===== src/rtl/fb_mem_arbiter_if.sv =====
// Bus bundle between the framebuffer arbiter (slave side) and its environment:
// CPU data port, display pixel port and the single-port RAM.
interface fb_mem_arbiter_if #(
  parameter int ADDR_W = 16,
  parameter int DATA_W = 32
);
  // CPU handshake: cpu_req/cpu_we/cpu_addr/cpu_wdata are held stable until the
  // cycle cpu_ready is high; that cycle is the transfer. Reads return on
  // cpu_rvalid/cpu_rdata a fixed RD_LAT cycles later, with no back-pressure.
  logic              enable;
  logic              frame_start;
  logic              cpu_req;
  logic              cpu_we;
  logic [ADDR_W-1:0] cpu_addr;
  logic [DATA_W-1:0] cpu_wdata;
  logic              cpu_ready;
  logic              cpu_rvalid;
  logic [DATA_W-1:0] cpu_rdata;
  logic              pix_req;
  logic [DATA_W-1:0] pix_data;
  logic              pix_valid;
  logic              underrun;
  logic [ADDR_W-1:0] mem_addr;
  logic [DATA_W-1:0] mem_wdata;
  logic              mem_we;
  logic [DATA_W-1:0] mem_rdata;

  modport slave (
    input  enable, frame_start, cpu_req, cpu_we, cpu_addr, cpu_wdata, pix_req, mem_rdata,
    output cpu_ready, cpu_rvalid, cpu_rdata, pix_data, pix_valid, underrun,
           mem_addr, mem_wdata, mem_we
  );

  modport master (
    output enable, frame_start, cpu_req, cpu_we, cpu_addr, cpu_wdata, pix_req, mem_rdata,
    input  cpu_ready, cpu_rvalid, cpu_rdata, pix_data, pix_valid, underrun,
           mem_addr, mem_wdata, mem_we
  );
endinterface


===== src/rtl/fb_mem_arbiter.sv =====
// Single-port framebuffer RAM arbiter: display prefetch into a pixel FIFO vs CPU accesses.
// Define FB_ARB_STATS_EN to add the stall_cnt / underrun_cnt statistics ports.
module fb_mem_arbiter #(
  parameter int ADDR_W     = 16,
  parameter int DATA_W     = 32,
  parameter int FB_WORDS   = 65536,
  parameter int FIFO_DEPTH = 8,
  parameter int LOW_WATER  = 2,
  parameter int RD_LAT     = 1
) (
  input  logic                clk,
  input  logic                reset,
  fb_mem_arbiter_if.slave     bus,
  output logic [1:0]          state_o
`ifdef FB_ARB_STATS_EN
  ,
  output logic [31:0]         stall_cnt,
  output logic [15:0]         underrun_cnt
`endif
);
  localparam int PTR_W = $clog2(FIFO_DEPTH);
  localparam int CNT_W = PTR_W + 1;
  localparam int CR_W  = PTR_W + 2;
  localparam int FA_W  = $clog2(FB_WORDS + 1);

  typedef enum logic [1:0] {IDLE = 2'd0, FETCH = 2'd1, DONE = 2'd2} state_e;

  state_e            state_q;
  logic [FA_W-1:0]   fetch_addr_q;
  logic [CNT_W-1:0]  count_q;
  logic [PTR_W-1:0]  wr_ptr_q, rd_ptr_q;
  logic [DATA_W-1:0] fifo_mem [FIFO_DEPTH];
  logic              epoch_q;
  logic [RD_LAT-1:0] pf_q, pe_q, pc_q;
  logic [ADDR_W-1:0] mem_addr_q;
  logic [DATA_W-1:0] pix_data_q;
  logic              pix_valid_q, underrun_q;

  logic              restart, fetch_elig, urgent, fetch_gnt, cpu_gnt;
  logic              push, pop, empty_pop;
  logic [CR_W-1:0]   inflight, credit;

  // Credit counts only current-epoch fetches so stale returns never block refill.
  always_comb begin
    inflight = '0;
    for (int i = 0; i < RD_LAT; i++) begin
      if (pf_q[i] && (pe_q[i] == epoch_q)) inflight = inflight + CR_W'(1);
    end
    credit     = CR_W'(count_q) + inflight;
    restart    = bus.enable && bus.frame_start;
    fetch_elig = reset && (state_q == FETCH) && !restart && (credit < CR_W'(FIFO_DEPTH));
    urgent     = credit < CR_W'(LOW_WATER);
    fetch_gnt  = fetch_elig && (urgent || !bus.cpu_req);
    cpu_gnt    = reset && bus.cpu_req && !(fetch_elig && urgent);
    push       = pf_q[RD_LAT-1] && (pe_q[RD_LAT-1] == epoch_q) && !restart;
    pop        = bus.pix_req && (count_q != '0);
    empty_pop  = bus.pix_req && (count_q == '0);
  end

  always_comb begin
    bus.cpu_ready  = cpu_gnt;
    bus.mem_we     = cpu_gnt && bus.cpu_we;
    bus.mem_wdata  = (cpu_gnt && bus.cpu_we) ? bus.cpu_wdata : '0;
    if (cpu_gnt)        bus.mem_addr = bus.cpu_addr;
    else if (fetch_gnt) bus.mem_addr = ADDR_W'(fetch_addr_q);
    else                bus.mem_addr = mem_addr_q;
    bus.cpu_rvalid = pc_q[RD_LAT-1];
    bus.cpu_rdata  = pc_q[RD_LAT-1] ? bus.mem_rdata : '0;
    bus.pix_data   = pix_data_q;
    bus.pix_valid  = pix_valid_q;
    bus.underrun   = underrun_q;
    state_o        = state_q;
  end

  always_ff @(posedge clk or negedge reset) begin
    if (!reset) begin
      state_q      <= IDLE;
      fetch_addr_q <= '0;
      count_q      <= '0;
      wr_ptr_q     <= '0;
      rd_ptr_q     <= '0;
      epoch_q      <= 1'b0;
      pf_q         <= '0;
      pe_q         <= '0;
      pc_q         <= '0;
      mem_addr_q   <= '0;
      pix_data_q   <= '0;
      pix_valid_q  <= 1'b0;
      underrun_q   <= 1'b0;
    end else begin
      pf_q <= RD_LAT'({pf_q, fetch_gnt});
      pe_q <= RD_LAT'({pe_q, epoch_q});
      pc_q <= RD_LAT'({pc_q, cpu_gnt && !bus.cpu_we});
      if (cpu_gnt || fetch_gnt) mem_addr_q <= bus.mem_addr;
      pix_valid_q <= pop;
      if (pop) pix_data_q <= fifo_mem[rd_ptr_q];
      if (restart) begin
        count_q      <= '0;
        wr_ptr_q     <= '0;
        rd_ptr_q     <= '0;
        fetch_addr_q <= '0;
        epoch_q      <= ~epoch_q;
        underrun_q   <= 1'b0;
      end else begin
        if (push) wr_ptr_q <= wr_ptr_q + PTR_W'(1);
        if (pop)  rd_ptr_q <= rd_ptr_q + PTR_W'(1);
        if (push && !pop)      count_q <= count_q + CNT_W'(1);
        else if (pop && !push) count_q <= count_q - CNT_W'(1);
        if (empty_pop) underrun_q <= 1'b1;
        if (fetch_gnt) fetch_addr_q <= fetch_addr_q + FA_W'(1);
      end
      if (!bus.enable)                                     state_q <= IDLE;
      else if (bus.frame_start)                            state_q <= FETCH;
      else if ((state_q == FETCH) && fetch_gnt &&
               (fetch_addr_q == FA_W'(FB_WORDS - 1)))     state_q <= DONE;
    end
  end

  always_ff @(posedge clk) begin
    if (push) fifo_mem[wr_ptr_q] <= bus.mem_rdata;
  end

`ifdef FB_ARB_STATS_EN
  logic [31:0] stall_cnt_q;
  logic [15:0] underrun_cnt_q;

  always_ff @(posedge clk or negedge reset) begin
    if (!reset) begin
      stall_cnt_q    <= '0;
      underrun_cnt_q <= '0;
    end else begin
      if (bus.cpu_req && !cpu_gnt) stall_cnt_q <= stall_cnt_q + 32'd1;
      if (empty_pop && (underrun_cnt_q != 16'hFFFF)) underrun_cnt_q <= underrun_cnt_q + 16'd1;
    end
  end

  assign stall_cnt    = stall_cnt_q;
  assign underrun_cnt = underrun_cnt_q;
`endif
endmodule


===== src/flat_wrapper.sv =====
// flat-port wrapper written by rule: the top's interface ports become plain ports
module fb_mem_arbiter_flat 
#(
  parameter int ADDR_W     = 16,
  parameter int DATA_W     = 32,
  parameter int FB_WORDS   = 65536,
  parameter int FIFO_DEPTH = 8,
  parameter int LOW_WATER  = 2,
  parameter int RD_LAT     = 1
)
  (clk, reset, state_o, bus_enable, bus_frame_start, bus_cpu_req, bus_cpu_we, bus_cpu_addr, bus_cpu_wdata, bus_pix_req, bus_mem_rdata, bus_cpu_ready, bus_cpu_rvalid, bus_cpu_rdata, bus_pix_data, bus_pix_valid, bus_underrun, bus_mem_addr, bus_mem_wdata, bus_mem_we);
  fb_mem_arbiter_if #(.ADDR_W(ADDR_W), .DATA_W(DATA_W)) bus_i ();
  input  logic clk;
  input  logic reset;
  output logic [1:0] state_o;
  input wire logic [$bits(bus_i.enable)-1:0] bus_enable;
  input wire logic [$bits(bus_i.frame_start)-1:0] bus_frame_start;
  input wire logic [$bits(bus_i.cpu_req)-1:0] bus_cpu_req;
  input wire logic [$bits(bus_i.cpu_we)-1:0] bus_cpu_we;
  input wire logic [$bits(bus_i.cpu_addr)-1:0] bus_cpu_addr;
  input wire logic [$bits(bus_i.cpu_wdata)-1:0] bus_cpu_wdata;
  input wire logic [$bits(bus_i.pix_req)-1:0] bus_pix_req;
  input wire logic [$bits(bus_i.mem_rdata)-1:0] bus_mem_rdata;
  output wire logic [$bits(bus_i.cpu_ready)-1:0] bus_cpu_ready;
  output wire logic [$bits(bus_i.cpu_rvalid)-1:0] bus_cpu_rvalid;
  output wire logic [$bits(bus_i.cpu_rdata)-1:0] bus_cpu_rdata;
  output wire logic [$bits(bus_i.pix_data)-1:0] bus_pix_data;
  output wire logic [$bits(bus_i.pix_valid)-1:0] bus_pix_valid;
  output wire logic [$bits(bus_i.underrun)-1:0] bus_underrun;
  output wire logic [$bits(bus_i.mem_addr)-1:0] bus_mem_addr;
  output wire logic [$bits(bus_i.mem_wdata)-1:0] bus_mem_wdata;
  output wire logic [$bits(bus_i.mem_we)-1:0] bus_mem_we;
  assign bus_i.enable = bus_enable;
  assign bus_i.frame_start = bus_frame_start;
  assign bus_i.cpu_req = bus_cpu_req;
  assign bus_i.cpu_we = bus_cpu_we;
  assign bus_i.cpu_addr = bus_cpu_addr;
  assign bus_i.cpu_wdata = bus_cpu_wdata;
  assign bus_i.pix_req = bus_pix_req;
  assign bus_i.mem_rdata = bus_mem_rdata;
  assign bus_cpu_ready = bus_i.cpu_ready;
  assign bus_cpu_rvalid = bus_i.cpu_rvalid;
  assign bus_cpu_rdata = bus_i.cpu_rdata;
  assign bus_pix_data = bus_i.pix_data;
  assign bus_pix_valid = bus_i.pix_valid;
  assign bus_underrun = bus_i.underrun;
  assign bus_mem_addr = bus_i.mem_addr;
  assign bus_mem_wdata = bus_i.mem_wdata;
  assign bus_mem_we = bus_i.mem_we;
  fb_mem_arbiter #(.ADDR_W(ADDR_W), .DATA_W(DATA_W), .FB_WORDS(FB_WORDS), .FIFO_DEPTH(FIFO_DEPTH), .LOW_WATER(LOW_WATER), .RD_LAT(RD_LAT)) u_core (.clk(clk), .reset(reset), .bus(bus_i), .state_o(state_o));
endmodule

===== config.mk =====
export PLATFORM = sky130hd
export DESIGN_NAME = fb_mem_arbiter_flat
export DESIGN_NICKNAME = d
export VERILOG_FILES = /design/src/rtl/fb_mem_arbiter_if.sv /design/src/rtl/fb_mem_arbiter.sv /design/src/flat_wrapper.sv
export SDC_FILE = /design/constraint.sdc
export NUM_CORES = 1
export LEC_CHECK = 0
export CAP_MARGIN = 20
export CORE_MARGIN = 4
export CORE_UTILIZATION = 49
export CTS_BUF_LIST = sky130_fd_sc_hd__clkbuf_4 sky130_fd_sc_hd__clkbuf_8 sky130_fd_sc_hd__clkbuf_16
export DETAILED_ROUTE_END_ITERATION = 8
export GPL_ROUTABILITY_DRIVEN = 0
export HOLD_SLACK_MARGIN = 0.03
export PLACE_DENSITY = 0.78
export SETUP_SLACK_MARGIN = 0.3
export SKIP_CTS_REPAIR_TIMING = 1
export SLEW_MARGIN = 40
export SYNTH_ARGS = -nofsm -noshare
export SYNTH_HDL_FRONTEND = slang
export SYNTH_SLANG_ARGS = --single-unit
export TNS_END_PERCENT = 20

===== constraint.sdc =====
create_clock -name clk -period 3.8 [get_ports clk]
set_input_delay 1.14 -clock clk [delete_from_list [all_inputs] [get_ports clk]]
set_output_delay 1.14 -clock clk [all_outputs]
set_load 0.01 [all_outputs]

=== After elaboration in Yosys (flattened, before gate mapping) ===
Memories as Yosys holds them, arrays and structs flattened. A register that Yosys moved wholly into a read port is not among the register bits.
Cells that the tools add are included.
W data, S select, Z words.

* Bitwise gates (word level): 1
* Reduce and logical (&&, ||, !) cells: 34
* Mux-type cells: 21
* Add/subtract/negate cells: 6
* $lt $le $gt $ge: 2
* Equality and inequality tests: 4

{| class="wikitable"
|+ Operators with widths
! kind !! count
|-
| $mux W32 || 2
|-
| $mux W17 || 2
|-
| $mux W16 || 2
|-
| $logic_and A1 B1 Y1 || 18
|-
| $add A17 B1 Y17 const B || 1
|-
| $eq A17 B16 Y1 const B || 1
|-
| $mux W3 || 4
|-
| $mux W4 || 3
|-
| $reduce_bool A2 Y1 || 4
|-
| $logic_not A1 Y1 || 7
|-
| $add A3 B1 Y3 const B || 2
|-
| $mux W2 || 3
|-
| $add A4 B1 Y5 || 1
|-
| $lt A5 B2 Y1 const B || 1
|-
| $lt A5 B4 Y1 const B || 1
|-
| $mux W1 || 5
|-
| $add A4 B1 Y4 const B || 1
|-
| $logic_not A4 Y1 || 1
|-
| $reduce_bool A4 Y1 || 1
|-
| $sub A4 B1 Y4 const B || 1
|-
| $ne A3 B1 Y1 const B || 1
|-
| $reduce_bool A3 Y1 || 1
|-
| $eq A2 B1 Y1 const B || 1
|-
| $logic_or A1 B1 Y1 || 2
|-
| 2 further kinds || 2
|}

* Output and inout bits: 119
* Bits in registers: 51
* Memories kept: 1
* Word-level logic and storage cells: 81
* RAM bits: 256
* Bits of input ports: 87

{| class="wikitable"
|+ Memories
! name !! depth !! width !! rd ports !! clocked after memory_dff !! wr ports !! RTL line !! RTL
|-
| u_core.fifo_mem || 8 || 32 || 1 || 1 || 1 || fb_mem_arbiter.sv:32 || <nowiki>logic [DATA_W-1:0] fifo_mem [FIFO_DEPTH];</nowiki>
|}

=== Logic depth before layout (Yosys ltp) ===
Gate-level depths: netlist of run 1.

* Word-level depth: 12
* Mapped depth: 12
* Gate-level depth less buffers: 11

=== Least setup slack after synthesis of run 1 ===
Ideal clock, no wire load.

* Path type: input -> register
* From: input bus_frame_start
* To: memory u_core.fifo_mem[0][0] (enable)
* Buffers on the path: 1
* Path slack: -723 ps
* Library setup time: 461 ps
* Stages: 4
* Required time: 3339 ps
* Arrival time: 4062 ps
* Cell sequence: and2_4 clkbuf_1 or3_1 nor3_1

* Longest elaborated chain between the ends: 5

{| class="wikitable"
|+ Ends and longest elaborated chain
! what !! RTL line !! RTL
|-
| from (decl) || flat_wrapper.sv:17 || <nowiki>input wire logic [$bits(bus_i.frame_start)-1:0] bus_frame_start;</nowiki>
|-
| $logic_and A1 B1 Y1 || fb_mem_arbiter.sv:50 || <nowiki>restart = bus.enable && bus.frame_start;</nowiki>
|-
| $logic_not A1 Y1 || fb_mem_arbiter.sv:55 || <nowiki>push = pf_q[RD_LAT-1] && (pe_q[RD_LAT-1] == epoch_q) && !restart;</nowiki>
|-
| $logic_and A1 B1 Y1 || fb_mem_arbiter.sv:55 ||
|-
| $mux W1 || fb_mem_arbiter.sv:120 || <nowiki>if (push) fifo_mem[wr_ptr_q] <= bus.mem_rdata;</nowiki>
|-
| $mux W1 (implied by the code) || fb_mem_arbiter.sv:120 ||
|-
| to (decl) || fb_mem_arbiter.sv:32 ||
|}

Every way passes these cells.

=== Worst setup path after layout of run 1 ===
* From: register u_core.epoch_q
* To: output bus_mem_addr[11]

* Longest elaborated chain between the ends: 10
* Elaborated cells on any way between the ends: 14
* Classes of those cells: 1 x add/sub; 2 x order compare; 1 x eq/ne; 3 x mux; 7 x reduce/logical

{| class="wikitable"
|+ Ends and longest elaborated chain
! what !! RTL line !! RTL
|-
| from (decl) || fb_mem_arbiter.sv:33 || <nowiki>logic epoch_q;</nowiki>
|-
| from (signal assigned) || fb_mem_arbiter.sv:102 || <nowiki>epoch_q <= ~epoch_q;</nowiki>
|-
| $eq A1 B1 Y1 (*) || fb_mem_arbiter.sv:47 || <nowiki>if (pf_q[i] && (pe_q[i] == epoch_q)) inflight = inflight + CR_W'(1);</nowiki>
|-
| $logic_and A1 B1 Y1 (*) || fb_mem_arbiter.sv:47 ||
|-
| $mux W1 (*) || fb_mem_arbiter.sv:47 ||
|-
| $add A4 B1 Y5 (*) || fb_mem_arbiter.sv:49 || <nowiki>credit = CR_W'(count_q) + inflight;</nowiki>
|-
| $lt A5 B4 Y1 || fb_mem_arbiter.sv:51 || <nowiki>fetch_elig = reset && (state_q == FETCH) && !restart && (credit < CR_W'(FIFO_DEPTH));</nowiki>
|-
| $logic_and A1 B1 Y1 || fb_mem_arbiter.sv:51 ||
|-
| $logic_and A1 B1 Y1 || fb_mem_arbiter.sv:54 || <nowiki>cpu_gnt = reset && bus.cpu_req && !(fetch_elig && urgent);</nowiki>
|-
| $logic_not A1 Y1 || fb_mem_arbiter.sv:54 ||
|-
| $logic_and A1 B1 Y1 || fb_mem_arbiter.sv:54 ||
|-
| $mux W16 (*) || fb_mem_arbiter.sv:64 || <nowiki>if (cpu_gnt) bus.mem_addr = bus.cpu_addr;</nowiki>
|-
| to (decl) || flat_wrapper.sv:30 || <nowiki>output wire logic [$bits(bus_i.mem_addr)-1:0] bus_mem_addr;</nowiki>
|}

Mark *: on every way between the ends. The rest lies on a longest branch, timed or not.

==> metrics.csv, run 1 <==
stage,metric,value,unit
status,status,"complete, but fails checks",
status,failing checks,negative setup slack,
timing,crit share post-route,105.1,%
grt,GRT Util Overall,21.44,%
pwr,LEAKAGE,6.705,nW
final_layout,Diodes inserted,0,
final_layout,final net count,1235,
floorplan,chip height,176.9,um
floorplan,Cell Rows,61,
drt,Routed Antenna Nets,0,
critical_path,Slowest cell on crit path,dfrtp_1,
pwr,"Power, Total",0.01084,W
critical_path,crit path launch type,register,
floorplan,die extent in x,176.9,um
grt,initial antenna violation count,0,
critical_path,critical path required time,2660,ps
yosys,"EDFF count, synth",256,
drt,DRT iter0 DRCs,659,
yosys,syn_nets,943,
grt,largest net degree at the start of global routing,67,
placement,Detail Placement HPWL,21.36,mm
grt,vias in the first global route,8862,
floorplan,I/O pin count,206,
grt,first-pass GRT wire length,51.29,mm
critical_path,data arrival time of the worst path,2850,ps
yosys,"Seq/Total Area, Yosys",69.87,%
clocking,"Clk Latency, worst-skew pair",510,ps
yosys,Yosys cell types,48,
final_layout,ratio of cells with drive above 1 in the final layout,27.79,%
critical_path,CP endpoint kind,primary output,
critical_path,critical path buffer and inverter count,4,
critical_path,critical path's largest stage delay,410,ps
yosys,Main synth FF type,edfxtp_1,
timing,worst slew pin tran,749.6,ps
critical_path,Crit Path Category,reg2out,
timing,maximum clock frequency,250.4,MHz
timing,Final Skew,12.41,ps
drt,vias post-DR,8793,
drt,vias per inst,5.695,
floorplan,Initial Utilization,50.03,%
grt,gr ovfl total,0,
yosys,Cells after Synth,847,
timing,Hold Slack,456.1,ps
drt,WL per Instance,22.42,um
pwr,Cell Pwr Density,589.8,nW/um2
final_layout,Area Overhead vs Synth,31.49,%
yosys,Post-Syn Area,13980,um2
yosys,Seq cells post-synth,339,
timing,unrepaired setup endpoints after global routing,true,
run,max cap viols,0,
clocking,root buf cell,clkbuf_16,
drt,drt total wl,34.62,mm
timing,Max-slew headroom,50.03,%
yosys,syn avg cell area,16.50,um2
clocking,clock-pin slew on the worst setup and hold paths,60,ps
critical_path,"Max FO, Critical Path",5,
floorplan,core area,27930,um2
final_layout,filler cell count,1930,
yosys,post-synthesis async set-or-reset flop share,24.48,%
pwr,Max VDD drop,484.8,uV
floorplan,Die ar.,31290,um2
timing,final-report max-slew violation count,0,
clocking,CTS buffer count,35,
placement,I/O Buffers,205,
final_layout,multi-input logic area,4144,um2
timing,final hold violation count,0,
yosys,warning count from the yosys run,0,
worst_hold_path,Worst Hold Class,in2async,
critical_path,Top Family by Delay on Critical Path,compound AO/OA/AOI/OAI gates,
final_layout,register area,9777,um2
clocking,Num Clock Sinks,339,
clocking,H-tree levels,2,
timing,Final Critical Period,3994,ps
timing,Final setup viols,48,
drt,number of detailed-route iterations in the first pass,5,
clocking,CTS tree,done,
critical_path,cells along the critical path,"xnor2_2, nand2_1, nor2_2, ha_2, buf_6, nor4b_4, mux2_4, a21o_4, inv_6, clkbuf_16, a221o_1, buf_2",
timing,min setup slack post-route,-193.9,ps
clocking,clock buffer depth,3,
drt,DRC,0,
-- worst paths after layout --
check                                        start                      end  slack [ps]  cells after the start
max                                 u_core.epoch_q         bus_mem_addr[11]        -190                     12
min                                          reset   u_core.fetch_addr_q[0]         460                      1
max reg2reg                            u_core.pe_q        u_core.count_q[3]        1200                     13
min reg2reg                u_core.bus.pix_data[31]  u_core.bus.pix_data[31]         480                      2
max in group asynchronous                    reset  u_core.bus.pix_data[15]        2260                      3
min in group clk           u_core.bus.pix_data[31]  u_core.bus.pix_data[31]         480                      2
-- synth_stat cells (7+ instances only) --
library cell,number,area (um2)
nand3_1,13,65.06
o31ai_1,11,82.58
and3_1,42,262.8
a211oi_1,7,52.55
clkbuf_1,28,105.1
and2_1,33,206.5
nor2_1,27,101.4
nand4_1,7,43.79
o21ai_0,43,215.2
edfxtp_1,256,7687
nand2_1,52,195.2
a31oi_1,18,112.6
buf_2,18,90.09
or4_1,11,82.58
dfrtp_1,83,2077
a221o_1,18,180.2
mux4_2,64,1441
mux2i_1,34,340.3
ha_1,8,100.1
a21oi_1,20,100.1
-- state kept, by name, summed over array words and instances, names as in the netlist --
register	count
u_core.bus.pix_valid	1
u_core.fetch_addr_q	17
u_core.mem_addr_q	16
u_core.count_q	4
u_core.fifo_mem	256
u_core.state_o	2
u_core.rd_ptr_q	3
u_core.bus.cpu_rvalid	1
u_core.pe_q	1
u_core.bus.underrun	1
u_core.wr_ptr_q	3
u_core.bus.pix_data	32
u_core.pf_q	1
u_core.epoch_q	1
-- stage by stage --
| stage | area [um2] | setup TNS [ps] | cells | setup WS (ps) | utilization, % |
|---|---|---|---|---|---|
| 2_1_floorplan | 13990 | 0 | 847 | 133.3 | - |
| 3_3_place_gp | 17100 | -33500 | 1468 | -755.6 | 61.20 |
| 3_5_place_dp | 17150 | -34860 | 1470 | -777.3 | 61.38 |
| 4_1_cts | 18350 | -34970 | 1534 | -780.2 | 65.67 |
| 5_1_grt | 18380 | -8120 | 1544 | -268.2 | 65.78 |
| 6_report | 18380 | -2486 | 1544 | -193.9 | 65.78 |
-- layout by cell type (no fill, tap or decap), types with 4 or more instances in the layout --
cell / count
clkdlybuf4s50_1: 150
and3_4: 5
xor2_1: 5
nor2_1: 20
buf_2: 14
buf_4: 90
a21oi_1: 20
nand2_1: 52
buf_12: 9
nand3_1: 12
a211oi_2: 4
inv_1: 6
and3_1: 37
dlymetal6s2s_1: 5
nor2_4: 7
dfrtp_1: 79
clkbuf_16: 38
and2_1: 32
mux2i_1: 33
edfxtp_1: 256
mux4_2: 64
nand4_1: 7
clkinv_2: 7
clkbuf_4: 6
clkbuf_2: 35
a31oi_1: 15
o31ai_1: 11
o21ai_0: 42
a221o_1: 18
or4_1: 11
ha_1: 7
-- logic make-up (layout without fill, tap and decap cells) --
logic type / count (synthesis) / in the layout / share of synthesized area (%)
simple gates: 205 / 205 / 7.986
flops: 339 / 339 / 69.87
buf+inv: 60 / 379 / 1.934
mux: 99 / 99 / 12.86
compound gates: 125 / 125 / 5.819
fa+ha+maj: 9 / 9 / 0.8595
xor+xnor: 10 / 10 / 0.6805
-- power breakdown --
group / internal (W) / switching (W) / leakage (nW)
registers: 0.00430 / 0.000348 / 3.35
logic: 0.00149 / 0.00122 / 2.76
clock network: 0.00210 / 0.00138 / 0.594
total: 0.00789 / 0.00295 / 6.71
-- worst reg2reg max path, stage by stage (launching register included) --
cell	delay [ps]
dfrtp_1	390
xnor2_2	170
nand2_1	110
buf_4	140
buf_4	140
nor2_1	180
ha_1	200
inv_1	60
ha_1	260
a21o_1	170
a21oi_1	170
xnor2_1	90
or3_1	300
a21oi_1	140
-- metal layers --
metal | GRT usage (%) | vias to the layer above | wire length, um
met1 | 27.46 | 4431 | 13410
met4 | 6.093 | 0 | 911
met2 | 37.38 | 390 | 17600
met3 | 4.486 | 47 | 2692
met5 | 0 | - | 0
li1 | - | 3925 | -
-- final cells by class --
| cell class | instances | area share [%] |
|---|---|---|
| Sequential cell | 339 | 53.20 |
| Multi-Input combinational cell | 448 | 22.55 |
| Timing Repair Buffer | 308 | 14.97 |
| Clock buffer | 46 | 5.508 |
| Tap cell | 378 | 2.574 |
| Clock inverter | 18 | 1.021 |
| Inverter | 7 | 0.1702 |
(Power assumes the default switching activity.)
==> inputs of run 2 (changes only) <==
--- a/config.mk
+++ b/config.mk
@@ -10,7 +10,7 @@
 export CORE_UTILIZATION = 49
 export CTS_BUF_LIST = sky130_fd_sc_hd__clkbuf_4 sky130_fd_sc_hd__clkbuf_8 sky130_fd_sc_hd__clkbuf_16
 export DETAILED_ROUTE_END_ITERATION = 8
-export GPL_ROUTABILITY_DRIVEN = 0
+export GPL_ROUTABILITY_DRIVEN = 1
 export HOLD_SLACK_MARGIN = 0.03
 export PLACE_DENSITY = 0.78
 export SETUP_SLACK_MARGIN = 0.3
==> results of run 2 <==
The final DEF is identical to that of run 1; final timing and power are the same.
